===== config.mk =====
export PLATFORM = sky130hd
export DESIGN_NAME = riscv_dbus_master
export DESIGN_NICKNAME = d
export VERILOG_FILES = /design/src/rtl/riscv_dbus_master.sv
export SDC_FILE = /design/constraint.sdc
export NUM_CORES = 1
export LEC_CHECK = 0
export ABC_AREA = 0
export BUFFER_PORTS_ARGS = -buffer_cell sky130_fd_sc_hd__buf_2
export CORE_AREA = 2 2 111 113
export CTS_CLUSTER_DIAMETER = 50
export DETAILED_ROUTE_END_ITERATION = 8
export DIE_AREA = 0 0 113 115
export PLACE_DENSITY_LB_ADDON = 0.15
export RECOVER_POWER = 50
export SLEW_MARGIN = 20
export SYNTH_ARGS = -nofsm -noshare
export SYNTH_HDL_FRONTEND = slang
export SYNTH_SLANG_ARGS = --single-unit

===== constraint.sdc =====
create_clock -name clk -period 4.7 [get_ports clk]
set_input_delay 0.94 -clock clk [delete_from_list [all_inputs] [get_ports clk]]
set_output_delay 0.94 -clock clk [all_outputs]
set_load 0.005 [all_outputs]

===== src/rtl/riscv_dbus_master.sv =====
// riscv_dbus_master
// MEM-stage data-bus master. Converts the load/store held in the M pipeline
// register into a req/gnt/rvalid bus transaction. While the transaction is
// outstanding it holds bus_stallM high. It returns load data that is
// lane-aligned and then sign- or zero-extended.
//
// Optional build macro: DBUS_TIMEOUT_EN enables a watchdog. The watchdog
// aborts a REQ+WAIT phase that lasts TIMEOUT cycles. The abort reports a bus
// error and zero data.
//
// Ports
//   clk, rst_n        clock, asynchronous active-low reset
//   i_mem_req         M-stage instruction is a load or store
//   i_mem_we          1 = store, 0 = load
//   i_mem_addr        byte address
//   i_mem_wdata       right-aligned store data
//   i_mem_size        00 byte, 01 half, 10 word, 11 illegal
//   i_mem_unsigned    zero-extend load data
//   bus_stallM        freezes F..M while the access is in progress
//   o_rdata           extended load data (zero outside a load DONE)
//   o_rdata_valid     one-cycle pulse in DONE for loads
//   o_misaligned      combinational: requested access is misaligned/illegal
//   o_bus_err         one-cycle pulse in DONE on bus error or timeout
//   o_bus_req/we/addr/be/wdata   bus request side (word address, registered)
//   i_bus_gnt, i_bus_rvalid, i_bus_err, i_bus_rdata   bus response side
module riscv_dbus_master #(
  parameter int unsigned TIMEOUT = 255
) (
  input  logic        clk,
  input  logic        rst_n,
  input  logic        i_mem_req,
  input  logic        i_mem_we,
  input  logic [31:0] i_mem_addr,
  input  logic [31:0] i_mem_wdata,
  input  logic [1:0]  i_mem_size,
  input  logic        i_mem_unsigned,
  output logic        bus_stallM,
  output logic [31:0] o_rdata,
  output logic        o_rdata_valid,
  output logic        o_misaligned,
  output logic        o_bus_err,
  output logic        o_bus_req,
  output logic        o_bus_we,
  output logic [31:0] o_bus_addr,
  output logic [3:0]  o_bus_be,
  output logic [31:0] o_bus_wdata,
  input  logic        i_bus_gnt,
  input  logic        i_bus_rvalid,
  input  logic        i_bus_err,
  input  logic [31:0] i_bus_rdata
);

  typedef enum logic [1:0] {
    IDLE = 2'd0,
    REQ  = 2'd1,
    WAIT = 2'd2,
    DONE = 2'd3
  } state_t;

  state_t      state;
  state_t      state_nxt;
  logic        bad_access;
  logic        start;
  logic        timeout;

  logic        req_we;
  logic [31:0] req_addr;
  logic [3:0]  req_be;
  logic [31:0] req_wdata;
  logic [1:0]  req_size;
  logic        req_unsigned;
  logic [1:0]  req_off;
  logic        rsp_err;
  logic [31:0] rsp_data;

  function automatic logic [3:0] be_of(input logic [1:0] size, input logic [1:0] off);
    logic [3:0] be;
    case (size)
      2'b00:   be = 4'b0001 << off;
      2'b01:   be = 4'b0011 << off;
      default: be = 4'b1111;
    endcase
    return be;
  endfunction

  function automatic logic [31:0] lanes_of(input logic [1:0] size, input logic [31:0] wdata);
    logic [31:0] lanes;
    case (size)
      2'b00:   lanes = {4{wdata[7:0]}};
      2'b01:   lanes = {2{wdata[15:0]}};
      default: lanes = wdata;
    endcase
    return lanes;
  endfunction

  // Bring the addressed lane down to bit 0, then extend it from its own MSB
  // unless the load is unsigned.
  function automatic logic [31:0] load_extend(input logic [31:0] word, input logic [1:0] off,
                                              input logic [1:0] size, input logic uns);
    logic [31:0] lane;
    logic [31:0] result;
    lane = word >> {off, 3'b000};
    case (size)
      2'b00:   result = {{24{~uns & lane[7]}}, lane[7:0]};
      2'b01:   result = {{16{~uns & lane[15]}}, lane[15:0]};
      default: result = lane;
    endcase
    return result;
  endfunction

  always_comb begin
    bad_access = 1'b0;
    case (i_mem_size)
      2'b00:   bad_access = 1'b0;
      2'b01:   bad_access = i_mem_addr[0];
      2'b10:   bad_access = |i_mem_addr[1:0];
      default: bad_access = 1'b1;
    endcase
  end

  assign o_misaligned = i_mem_req & bad_access;
  assign start        = (state == IDLE) & i_mem_req & ~bad_access;

`ifdef DBUS_TIMEOUT_EN
  logic [7:0] tmo_cnt;

  always_ff @(posedge clk or negedge rst_n) begin
    if (!rst_n) begin
      tmo_cnt <= 8'd0;
    end else if (start) begin
      tmo_cnt <= 8'd0;
    end else if (state == REQ || state == WAIT) begin
      tmo_cnt <= tmo_cnt + 8'd1;
    end
  end

  // The count reaches TIMEOUT at the edge that ends the TIMEOUT-th REQ/WAIT
  // cycle. The abort therefore fires while the count still holds TIMEOUT-1.
  assign timeout = (state == REQ || state == WAIT) && (tmo_cnt == 8'(TIMEOUT - 1));
`else
  logic [7:0] unused_timeout;
  assign unused_timeout = 8'(TIMEOUT);
  assign timeout        = 1'b0;
`endif

  always_ff @(posedge clk or negedge rst_n) begin
    if (!rst_n) begin
      state <= IDLE;
    end else begin
      state <= state_nxt;
    end
  end

  always_comb begin
    state_nxt = state;
    case (state)
      IDLE: if (start) state_nxt = REQ;
      REQ: begin
        if (timeout)        state_nxt = DONE;
        else if (i_bus_gnt) state_nxt = WAIT;
      end
      WAIT: begin
        if (timeout || i_bus_rvalid) state_nxt = DONE;
      end
      DONE: state_nxt = IDLE;
      default: state_nxt = IDLE;
    endcase
  end

  // Request capture (IDLE -> REQ) and response capture (WAIT -> DONE).
  always_ff @(posedge clk or negedge rst_n) begin
    if (!rst_n) begin
      req_we       <= 1'b0;
      req_addr     <= 32'd0;
      req_be       <= 4'd0;
      req_wdata    <= 32'd0;
      req_size     <= 2'd0;
      req_unsigned <= 1'b0;
      req_off      <= 2'd0;
      rsp_err      <= 1'b0;
      rsp_data     <= 32'd0;
    end else begin
      if (start) begin
        req_we       <= i_mem_we;
        req_addr     <= {i_mem_addr[31:2], 2'b00};
        req_be       <= be_of(i_mem_size, i_mem_addr[1:0]);
        req_wdata    <= lanes_of(i_mem_size, i_mem_wdata);
        req_size     <= i_mem_size;
        req_unsigned <= i_mem_unsigned;
        req_off      <= i_mem_addr[1:0];
      end
      if (timeout) begin
        rsp_err  <= 1'b1;
        rsp_data <= 32'd0;
      end else if (state == WAIT && i_bus_rvalid) begin
        rsp_err  <= i_bus_err;
        rsp_data <= i_bus_err ? 32'd0 : load_extend(i_bus_rdata, req_off, req_size, req_unsigned);
      end
    end
  end

  // o_bus_req decodes the state register directly, so it drops as soon as
  // reset is asserted.
  assign o_bus_req     = (state == REQ);
  assign o_bus_we      = req_we;
  assign o_bus_addr    = req_addr;
  assign o_bus_be      = req_be;
  assign o_bus_wdata   = req_wdata;
  assign bus_stallM    = start | (state == REQ) | (state == WAIT);
  assign o_rdata_valid = (state == DONE) & ~req_we;
  assign o_bus_err     = (state == DONE) & rsp_err;
  assign o_rdata       = o_rdata_valid ? rsp_data : 32'd0;

endmodule


==> results of run 1 <==
## area by class of cell
cell class / count / share of cell area
clock buffer: 11 / 0.0368
sequential: 107 / 0.406
multi-input combinational: 317 / 0.356
inverter: 4 / 0.00228
timing repair buffer: 214 / 0.160
tap: 147 / 0.0279
clock inverter: 4 / 0.0114
## layer usage
metal,vias up,GRT usage,share of wire
met4,0,0.0846,0.020
li1,2011,-,-
met3,18,0.0480,0.070
met5,-,0,0
met1,1976,0.274,0.43
met2,133,0.332,0.48
## where the power goes
| part | internal, mW | leakage, nW | switching [mW] |
|---|---|---|---|
| registers | 1.34 | 1.34 | 0.291 |
| logic | 0.733 | 1.85 | 0.629 |
| clock network | 0.479 | 0.148 | 0.331 |
## logic make-up (layout without fill, tap and decap cells)
kind of cell             count (synthesis)  after routing  share of synthesized area
AO/OA/AOI/OAI                          100            100                      0.123
adder cells (fa/ha/maj)                  4              4                    0.00962
buffers and inverters                   39            233                     0.0358
flip-flops                             107            107                      0.515
multiplexers                            96             96                      0.202
other                                    1              2                   0.000721
AND/OR/NAND/NOR                        115            115                      0.114
## through the flow
step	hold WS, ps	std cells	cell area (µm²)	utilization	total power [mW]
global route	505	804	6590	0.558	4.11
floorplan	442	463	5210	-	2.46
finish	477	804	6590	0.558	3.81
global placement	456	789	6300	0.534	2.99
CTS	479	804	6620	0.561	3.88
detailed placement	466	789	6300	0.534	3.05
## path summary, 6_finish.rpt
kind | cells past startpoint | end
max | 5 | bus_stallM
max in group asynchronous | 2 | o_bus_addr[15]$_DFFE_PN0P_
max reg2reg | 6 | rsp_data[29]$_DFFE_PN0P_
min reg2reg | 2 | rsp_data[14]$_DFFE_PN0P_
min | 2 | rsp_data[14]$_DFFE_PN0P_
min in group asynchronous | 1 | o_bus_addr[6]$_DFFE_PN0P_
## synth_stat cells (all sizes together)
cell    count  area share
nand2      44       0.032
o211ai      2      0.0029
buf        18       0.021
or2         1      0.0012
clkbuf     17       0.012
and2       33       0.040
inv         4      0.0029
conb        1     0.00072
a21oi      19       0.018
o32a        1      0.0019
o21ai      51       0.049
dfrtp     107        0.51
mux2i      40       0.077
nor3b       3      0.0063
ha          4      0.0096
a22o        8       0.013
a221oi      1      0.0017
nand3b     11       0.016
nor2       17       0.012
a221o      16       0.031
o211a       1      0.0034
mux4        2      0.0087
a21o        1      0.0014
nor3        2      0.0019
nor2b       4      0.0048
mux2       54        0.12
## critical path, delay by kind of cell
kind                   cells  cell delay, ps
and+or+nand+nor            1              70
buffers and inverters      2             640
AOI/OAI and AO/OA          2             390
## state kept, by name, summed over array words and instances, names as in the netlist
register	count
rsp_data	32
req_off	2
state	2
req_size	2
o_bus_wdata	32
rsp_err	1
o_bus_we	1
o_bus_addr	30
o_bus_be	4
req_unsigned	1
==> metrics.txt, run 1 <==
Setup TNS Final=0 ps; min-delay src=rsp_data[14]$_DFFE_PN0P_; Area growth syn-to-layout=26.7%; Cell Chain, Critical Path=buf_2, a21oi_1, o211ai_1, nand2_1, buf_2; hold_buf cts=0; largest net degree at the start of global routing=a little over 100; dpl hpwl=~9700 µm; Post-CTS Setup Inserts=0; clock transition at the registers of the reported paths=roughly 70 ps; vias in the first global route=~4200; Final nets=approximately 760; CP Capture Type=primary output; area occupied by multi-input gates=roughly 2300 µm²; count of final max-slew check failures=0; static leakage=approximately 3.3 nW; startpoint types=input port; H-tree Lvls=3; CP max FO=31; Initial Util=0.440; Cell Rows=40; Post-Syn Instances=462; vias per cell=5.15; final antenna-violating net count=0; Critical R2R Launch=state[0]$_DFFE_PN0P_; GR Util All Layers=0.207; Mean Syn Cell Area=~11 µm²; total grt overflow=0; clk_lat worst skew=between 300 and 400 ps; wire length per cell=~16 µm; most common cell after layout, fill and taps aside=buf_2; R2R setup slack=roughly 2100 ps; clk buf depth=2; RSZ-0062 raised after global routing=false; CTS tree=yes; most frequent cells in the layout=buf_2, dfrtp_1, mux2_2; Worst Tran Pin Value=between 1000 and 1500 ps; initial antenna violation count=0; DRT iter0 DRCs=about 200; # setup viols final=0; status=finished, violations left; final hold violations=0; gp weighted congestion=approximately 0.84; Critical Path RT=about 3800 ps; Slowest cell on crit path=buf_2; CP arrival=2040 ps; max cap viols=0; Final min period=a little under 3000 ps; IO Pins=around 210; VDD IR max=0.000286 V; Sink Count=around 110; synthesized area=between 5000 and 6000 µm²; Die H=roughly 120 µm; CTS buffer count=9; fill count=1063; I/O Buffers=between 200 and 250; failing checks=design-rule violations; worst setup path class=in -> out; total core area=~12000 µm²; crit share post-route=0.634; DRC=11; die width=about 110 µm; worst setup margin=between 1500 and 2000 ps; relative slew slack=0.135; via count=4138; Setup WS pre-CTS=between 1000 and 1500 ps; Final Skew=about 5.3 ps; power per cell area=a little under 600 nW/µm²; Die ar.=approximately 13000 µm²; Worst Hold Class=reg -> reg; layout cells sized above 1=0.408; ANT cells=0; global-route wire length before repair=21300 µm; Ys Warns=0; Fmax=roughly 0.34 GHz; most frequent CP cell=buf_2; Yosys reg bits=around 110; Resized Gates After CTS=0; sequential element share of the synthesized area=0.515; First-pass DRT Iterations=6; CP peak stage delay=approximately 500 ps; root buf cell=clkbuf_16; Yosys cell types=30; register area=2680 µm²; Worst Setup SP=i_mem_size[1]; DRT Wirelength=between 10000 and 15000 µm
(Power assumes the default switching activity.)
==> run 2, diff against run 1 <==
- ABC_AREA: 0 -> 1
- CORE_AREA: 2 2 111 113 -> 2 2 115 117
- DIE_AREA: 0 0 113 115 -> 0 0 117 119
- clock period: 4.7 -> 2.6 ns (I/O delays scaled with it)
==> run 2 against run 1 <==
The run now ends clean. Global-route usage up 1.5 points. Synthesized cell count increased by 59%. Die area rose by 7.1%. Non-clock buffer count increased by 4. Area after synthesis is 7.1% higher. Hold slack worse by 150 ps. Count of clock-buffer cells in the layout fell by 1. Sequential power grew 81%. Via count is 27% higher. Clock power increased by 77%. Wire length increased by 13%.
==> metrics.txt, run 2 <==
layout cells sized above 1=0.260 (was 0.408); most frequent cells in the layout=nand2_1, buf_2, dfrtp_1 (was buf_2, dfrtp_1, mux2_2); crit share post-route=0.847; vias in the first global route=4867 (was 4156); Critical R2R Launch=state[0]$_DFFE_PN0P_ (unchanged); sequential share of power=0.396 (was 0.429); count leader, synth=nand2_1 (was dfrtp_1); DRC=0 (was 11); final antenna-violating net count=0 (unchanged); Yosys cell types=32 (was 30); total grt overflow=0 (unchanged); I/O Buffers=209 (unchanged); Die ar.=13900 µm² (was 13000 µm²); Ys Warns=0 (unchanged); initial antenna violation count=1 (was 0); area occupied by multi-input gates=2410 µm² (was 2340 µm²); top post-synthesis cells by area=dfrtp_1, nand2_1, nand3_1 (was dfrtp_1, mux2_2, mux2i_1); die width=117 µm (was 113 µm); fill count=1315 (was 1063); synthesized area=5570 µm² (was 5200 µm²); CTS buffer count=9 (unchanged); Post-CTS Setup Inserts=0 (unchanged); VDD IR max=0.000506 V (was 0.000286 V); clock transition at the registers of the reported paths=70 ps (about the same); vias per cell=4.75 (was 5.15); Yosys top cell by area=dfrtp_1 (unchanged); Area growth syn-to-layout=24.1% (was 26.7%); IO Pins=212 (unchanged); main flop type after synthesis=dfrtp_1 (unchanged); Gate power share=0.411 (was 0.358); Final min period=around 2200 ps; Worst Tran Pin Value=1160 ps (was 1300 ps); via count=5237 (was 4138); post-placement cell count=1087 (was 789); root buf cell=clkbuf_16 (unchanged); gp weighted congestion=0.867 (was 0.838); count of final max-slew check failures=0 (unchanged); Setup TNS Final=0 ps (unchanged); Worst Hold Class=in -> async (was reg -> reg); relative slew slack=0.226 (was 0.135); total core area=12900 µm² (was 11800 µm²); CP Capture Type=primary output (unchanged); H-tree Lvls=3 (unchanged); status=finished, final reports clean (was finished, violations left); Cell Rows=42 (was 40); register area=2680 µm² (about the same); CTS tree=yes (unchanged); GR Util All Layers=0.222 (was 0.207); sequential element share of the synthesized area=0.480 (was 0.515); Mean Syn Cell Area=7.58 µm² (was 11.3 µm²); clk buf depth=2 (unchanged); Post-Syn Instances=735 (was 462); largest net degree at the start of global routing=90 (was 101); Cell Int Power=4.46 mW (was 2.55 mW); R2R setup slack=810 ps (was 2060 ps); final hold violations=0 (unchanged); Final Skew=4.73 ps (was 5.30 ps); Psw=2.99 mW (was 1.25 mW); Die H=119 µm (was 115 µm); # setup viols final=0 (unchanged); Final nets=1032 (was 763); global-route wire length before repair=24300 µm (was 21300 µm); Sink Count=107 (unchanged); RSZ-0062 raised after global routing=false (unchanged); Clk network pwr share=0.193 (was 0.213); ys async rst share=1.00 (unchanged); Final Instance Count excl. Fillers=1103 (was 804); First-pass DRT Iterations=5 (was 6); startpoint types=flip-flop (was input port); static leakage=3.85 nW (was 3.33 nW); Yosys reg bits=107 (unchanged); Initial Util=0.433 (was 0.440); CP max FO=4 (was 31); top cells by count, synth=nand2_1, dfrtp_1, inv_1, nor2_1, nand3_1 (was dfrtp_1, mux2_2, o21ai_0, nand2_1, mux2i_1); Post-synth EDFFs=0 (unchanged); DP Area=6660 µm² (was 6300 µm²); most common cell after layout, fill and taps aside=nand2_1 (was buf_2); worst reg2reg path depth=9 (was 6); Fmax=about 0.45 GHz; design area=6920 µm² (was 6590 µm²); power per cell area=1080 nW/µm² (was 577 nW/µm²); worst setup path class=reg -> out (was in -> out); Tot Pwr=7.44 mW (was 3.81 mW); R2R Path End=state[1]$_DFFE_PN0P_ (was rsp_data[29]$_DFFE_PN0P_); DRT Wirelength=14900 µm (was 13200 µm); switch share=0.401 (was 0.329); max cap viols=0 (unchanged); Synth top area share=0.480 (was 0.515); ANT cells=0 (unchanged); Final Hold Slack=324 ps (was 477 ps); wire length per cell=13.5 µm (was 16.4 µm); DRT iter0 DRCs=348 (was 202); CP arrival=1680 ps (was 2040 ps); dpl hpwl=10800 µm (was 9700 µm); Resized Gates After CTS=0 (unchanged); hold_buf cts=0 (unchanged); clk_lat worst skew=350 ps (about the same); Critical Path RT=2080 ps (was 3760 ps)
[run 2: cell types whose count changed in the layout (fill, tap and decap cells not counted), sizes merged, moves of 9 or more]
cell / change
a21oi: +13
a221o: -16
and2: -33
inv: +47
mux2: -54
mux2i: -40
nand2: +302
nand3: +41
nand3b: -9
nor2: +25
o211ai: +13
o21ai: -9
[run 2: cell families (layout without fill, tap and decap cells)]
group           count (synthesis)  in the layout  share of synthesized area
fa+ha+maj                       4              4                    0.00898
simple gates                  440            440                      0.331
other cells                     1              2                   0.000673
compound gates                 91             91                     0.0898
buf+inv                        92            283                     0.0889
flops                         107            107                      0.480
[run 2: critical path: stages (launching register included)]
cell and delay, ps:
dfrtp_1 420, inv_1 90, ha_1 220, nand2_1 110, nand3b_1 270, nand3_1 110
buf_2 120
[run 2: layout make-up]
type / instances / share of cell area
sequential: 107 / 0.387
timing repair buffer: 218 / 0.160
clock inverter: 6 / 0.0103
inverter: 49 / 0.0277
multi-input combinational: 537 / 0.349
tap: 176 / 0.0318
clock buffer: 10 / 0.0346
[run 2: metrics by stage]
stage	utilization	worst slack (ps)
after floorplan	-	833
after global placement	0.517	724
after detailed placement	0.517	715
after CTS	0.541	349
after global routing	0.537	222
final	0.537	397
[run 2: worst max-delay path by stage]
stage	start	to	slack (ps)	depth (start not counted)
3_3_place_gp	i_mem_size[1]	bus_stallM	720	5
3_5_place_dp	i_mem_size[1]	bus_stallM	710	5
5_1_grt	rst_n	o_bus_addr[20]$_DFFE_PN0P_	220	2
4_1_cts	state[0]$_DFFE_PN0P_	bus_stallM	350	6
2_1_floorplan	state[0]$_DFFE_PN0P_	bus_stallM	830	7
6_report	state[0]$_DFFE_PN0P_	bus_stallM	400	6
[run 2: routing by layer]
layer  GRT usage  vias up  share of wire
met5           0        -        0.00047
met4      0.0485        2         0.0098
met3      0.0616       14          0.070
met2       0.351      165           0.47
met1       0.306     2404           0.45
li1            -     2652              -
[run 2: power by group through the flow]
stage               combinational [mW]  sequential, mW  clock, mW
CTS                               3.17            2.94       1.47
floorplan                         2.16            2.91          0
global placement                  3.12            2.95          0
global route                      3.53            3.06       1.55
finish                            3.06            2.95       1.43
detailed placement                3.17            2.95          0
==> run 3, diff against run 2 <==
- clock period: 2.6 -> 2.25 ns (I/O delays scaled with it)
==> run 3 against run 2 <==
Clock power is 15% higher. Wire length is 2.4% higher. Critical path depth stayed put. Register-to-register slack worse by 390 ps.
==> metrics.txt, run 3 (synthesized netlist as in run 2, its figures left out) <==
Slowest cell on crit path=dfrtp_1 (unchanged); VDD IR max=0.000569 V (was 0.000506 V); H-tree Lvls=3 (unchanged); most frequent cells in the layout=nand2_1, buf_2, dfrtp_1 (unchanged); CTS buffer count=9 (unchanged); worst setup path class=reg -> out (unchanged); DRC=0 (unchanged); sequential share of power=0.390 (was 0.396); Tot Pwr=8.67 mW (was 7.44 mW); dpl hpwl=11100 µm (was 10800 µm); Psw=3.48 mW (was 2.99 mW); Setup WS pre-CTS=428 ps (was 715 ps); Critical Path RT=1800 ps (was 2080 ps); die width=117 µm (unchanged); layout cells sized above 1=0.264 (was 0.260); initial antenna violation count=1 (unchanged); Sink Count=107 (unchanged); # setup viols final=0 (unchanged); area occupied by multi-input gates=2410 µm² (unchanged); DRT iter0 DRCs=348 (unchanged); vias in the first global route=5094 (was 4867); final core occ=0.542 (was 0.537); total core area=12900 µm² (unchanged); Clk network pwr share=0.189 (was 0.193); largest net degree at the start of global routing=74 (was 90); Gate power share=0.421 (was 0.411); wire length per cell=13.7 µm (was 13.5 µm); Worst Hold Class=in -> async (unchanged); Worst Tran Pin Value=1070 ps (was 1160 ps); Cell Rows=42 (unchanged); Crit path buffers/inverters=2 (unchanged); clk_lat worst skew=350 ps (about the same); Setup TNS Final=0 ps (unchanged); Final nets=1039 (was 1032); fill count=1324 (was 1315); Final Skew=8.26 ps (was 4.73 ps); CP Capture Type=primary output (unchanged); GR Util All Layers=0.224 (was 0.222); total grt overflow=0 (unchanged); gp weighted congestion=0.853 (was 0.867); clock transition at the registers of the reported paths=70 ps (about the same); Cell Int Power=5.19 mW (was 4.46 mW); register area=2680 µm² (unchanged); final hold violations=0 (unchanged); static leakage=3.88 nW (was 3.85 nW); Resized Gates After CTS=0 (unchanged); First-pass DRT Iterations=4 (was 5); CP arrival=1630 ps (was 1680 ps); I/O Buffers=209 (unchanged); IO Pins=212 (unchanged); switch share=0.402 (was 0.401); Final min period=roughly 2100 ps; Die H=119 µm (unchanged); Initial Util=0.433 (unchanged); status=finished, final reports clean (unchanged); final antenna-violating net count=0 (unchanged); startpoint types=flip-flop (unchanged); via count=5281 (was 5237); CTS tree=yes (unchanged); CP peak stage delay=420 ps (about the same); Fmax=slightly below 0.5 GHz; vias per cell=4.75 (about the same); count of final max-slew check failures=0 (unchanged); clk buf depth=2 (unchanged); worst setup margin=169 ps (was 397 ps); Area growth syn-to-layout=25.2% (was 24.1%); most common cell after layout, fill and taps aside=nand2_1 (unchanged); Cell Chain, Critical Path=inv_1, ha_1, nand2_1, nand3b_1, nand3_1, buf_2 (unchanged); relative slew slack=0.284 (was 0.226); CP max FO=4 (unchanged); global-route wire length before repair=24700 µm (was 24300 µm); root buf cell=clkbuf_16 (unchanged); max cap viols=0 (unchanged); Die ar.=13900 µm² (unchanged); RSZ-0062 raised after global routing=false (unchanged); DRT Wirelength=15300 µm (was 14900 µm); Crit path max-delay family=simple AND/OR/NAND/NOR gates (unchanged); crit share post-route=0.925; power per cell area=1240 nW/µm² (was 1080 nW/µm²)
[run 3: cell count changes in the layout (fill, tap and decap cells not counted)]
| cell | delta |
|---|---|
| buf_1 | +1 |
| buf_12 | +1 |
| inv_6 | -1 |
| clkbuf_2 | -2 |
| clkinvlp_4 | +1 |
| diode_2 | +2 |
| buf_2 | +2 |
| clkinv_4 | -1 |
| buf_4 | +6 |
[run 3: layout make-up]
cell class                 count  share of cell area
timing repair buffer         225               0.168
antenna                        2            0.000717
sequential                   107               0.384
clock inverter                 5             0.00878
multi-input combinational    537               0.346
tap                          176              0.0315
clock buffer                  11              0.0348
inverter                      49              0.0274
[run 3: per-layer routing]
metal,vias up,wire length [µm],track usage
li1,2671,-,-
met1,2428,6950,0.308
met2,166,7090,0.353
met3,16,1040,0.0539
met4,0,208,0.0647
met5,-,0,0
[run 3: worst paths after layout]
path	slack, ps	to	cells past startpoint	start
min in group clk	290	o_bus_addr[21]$_DFFE_PN0P_	3	i_mem_addr[21]
max in group asynchronous	570	o_bus_addr[20]$_DFFE_PN0P_	2	rst_n
setup reg to reg	420	state[0]$_DFFE_PN0P_	10	state[0]$_DFFE_PN0P_
setup / recovery	170	bus_stallM	6	state[0]$_DFFE_PN0P_
hold reg to reg	480	o_bus_addr[12]$_DFFE_PN0P_	2	o_bus_addr[12]$_DFFE_PN0P_
hold / removal	290	o_bus_wdata[27]$_DFFE_PN0P_	1	rst_n
[run 3: repair_timing]
item,in CTS,in global routing
setup buffers,0,2
endpoints found under the setup margin,0,1
hold buffers,0,0
[run 3: metrics by stage]
| step | hold slack, ps | cells | area, µm² |
|---|---|---|---|
| 6_report | 288 | 1112 | 6980 |
| 5_1_grt | 298 | 1110 | 6980 |
| 3_5_place_dp | 459 | 1092 | 6690 |
| 4_1_cts | 102 | 1108 | 7000 |
| 2_1_floorplan | 154 | 736 | 5580 |
| 3_3_place_gp | 458 | 1092 | 6690 |
[run 3: power groups by stage]
stage	logic [mW]	registers [mW]	clock network [mW]
3_3_place_gp	3.66	3.40	0
6_report	3.65	3.39	1.64
4_1_cts	3.75	3.38	1.67
3_5_place_dp	3.75	3.38	0
5_1_grt	4.20	3.51	1.76
2_1_floorplan	2.50	3.36	0
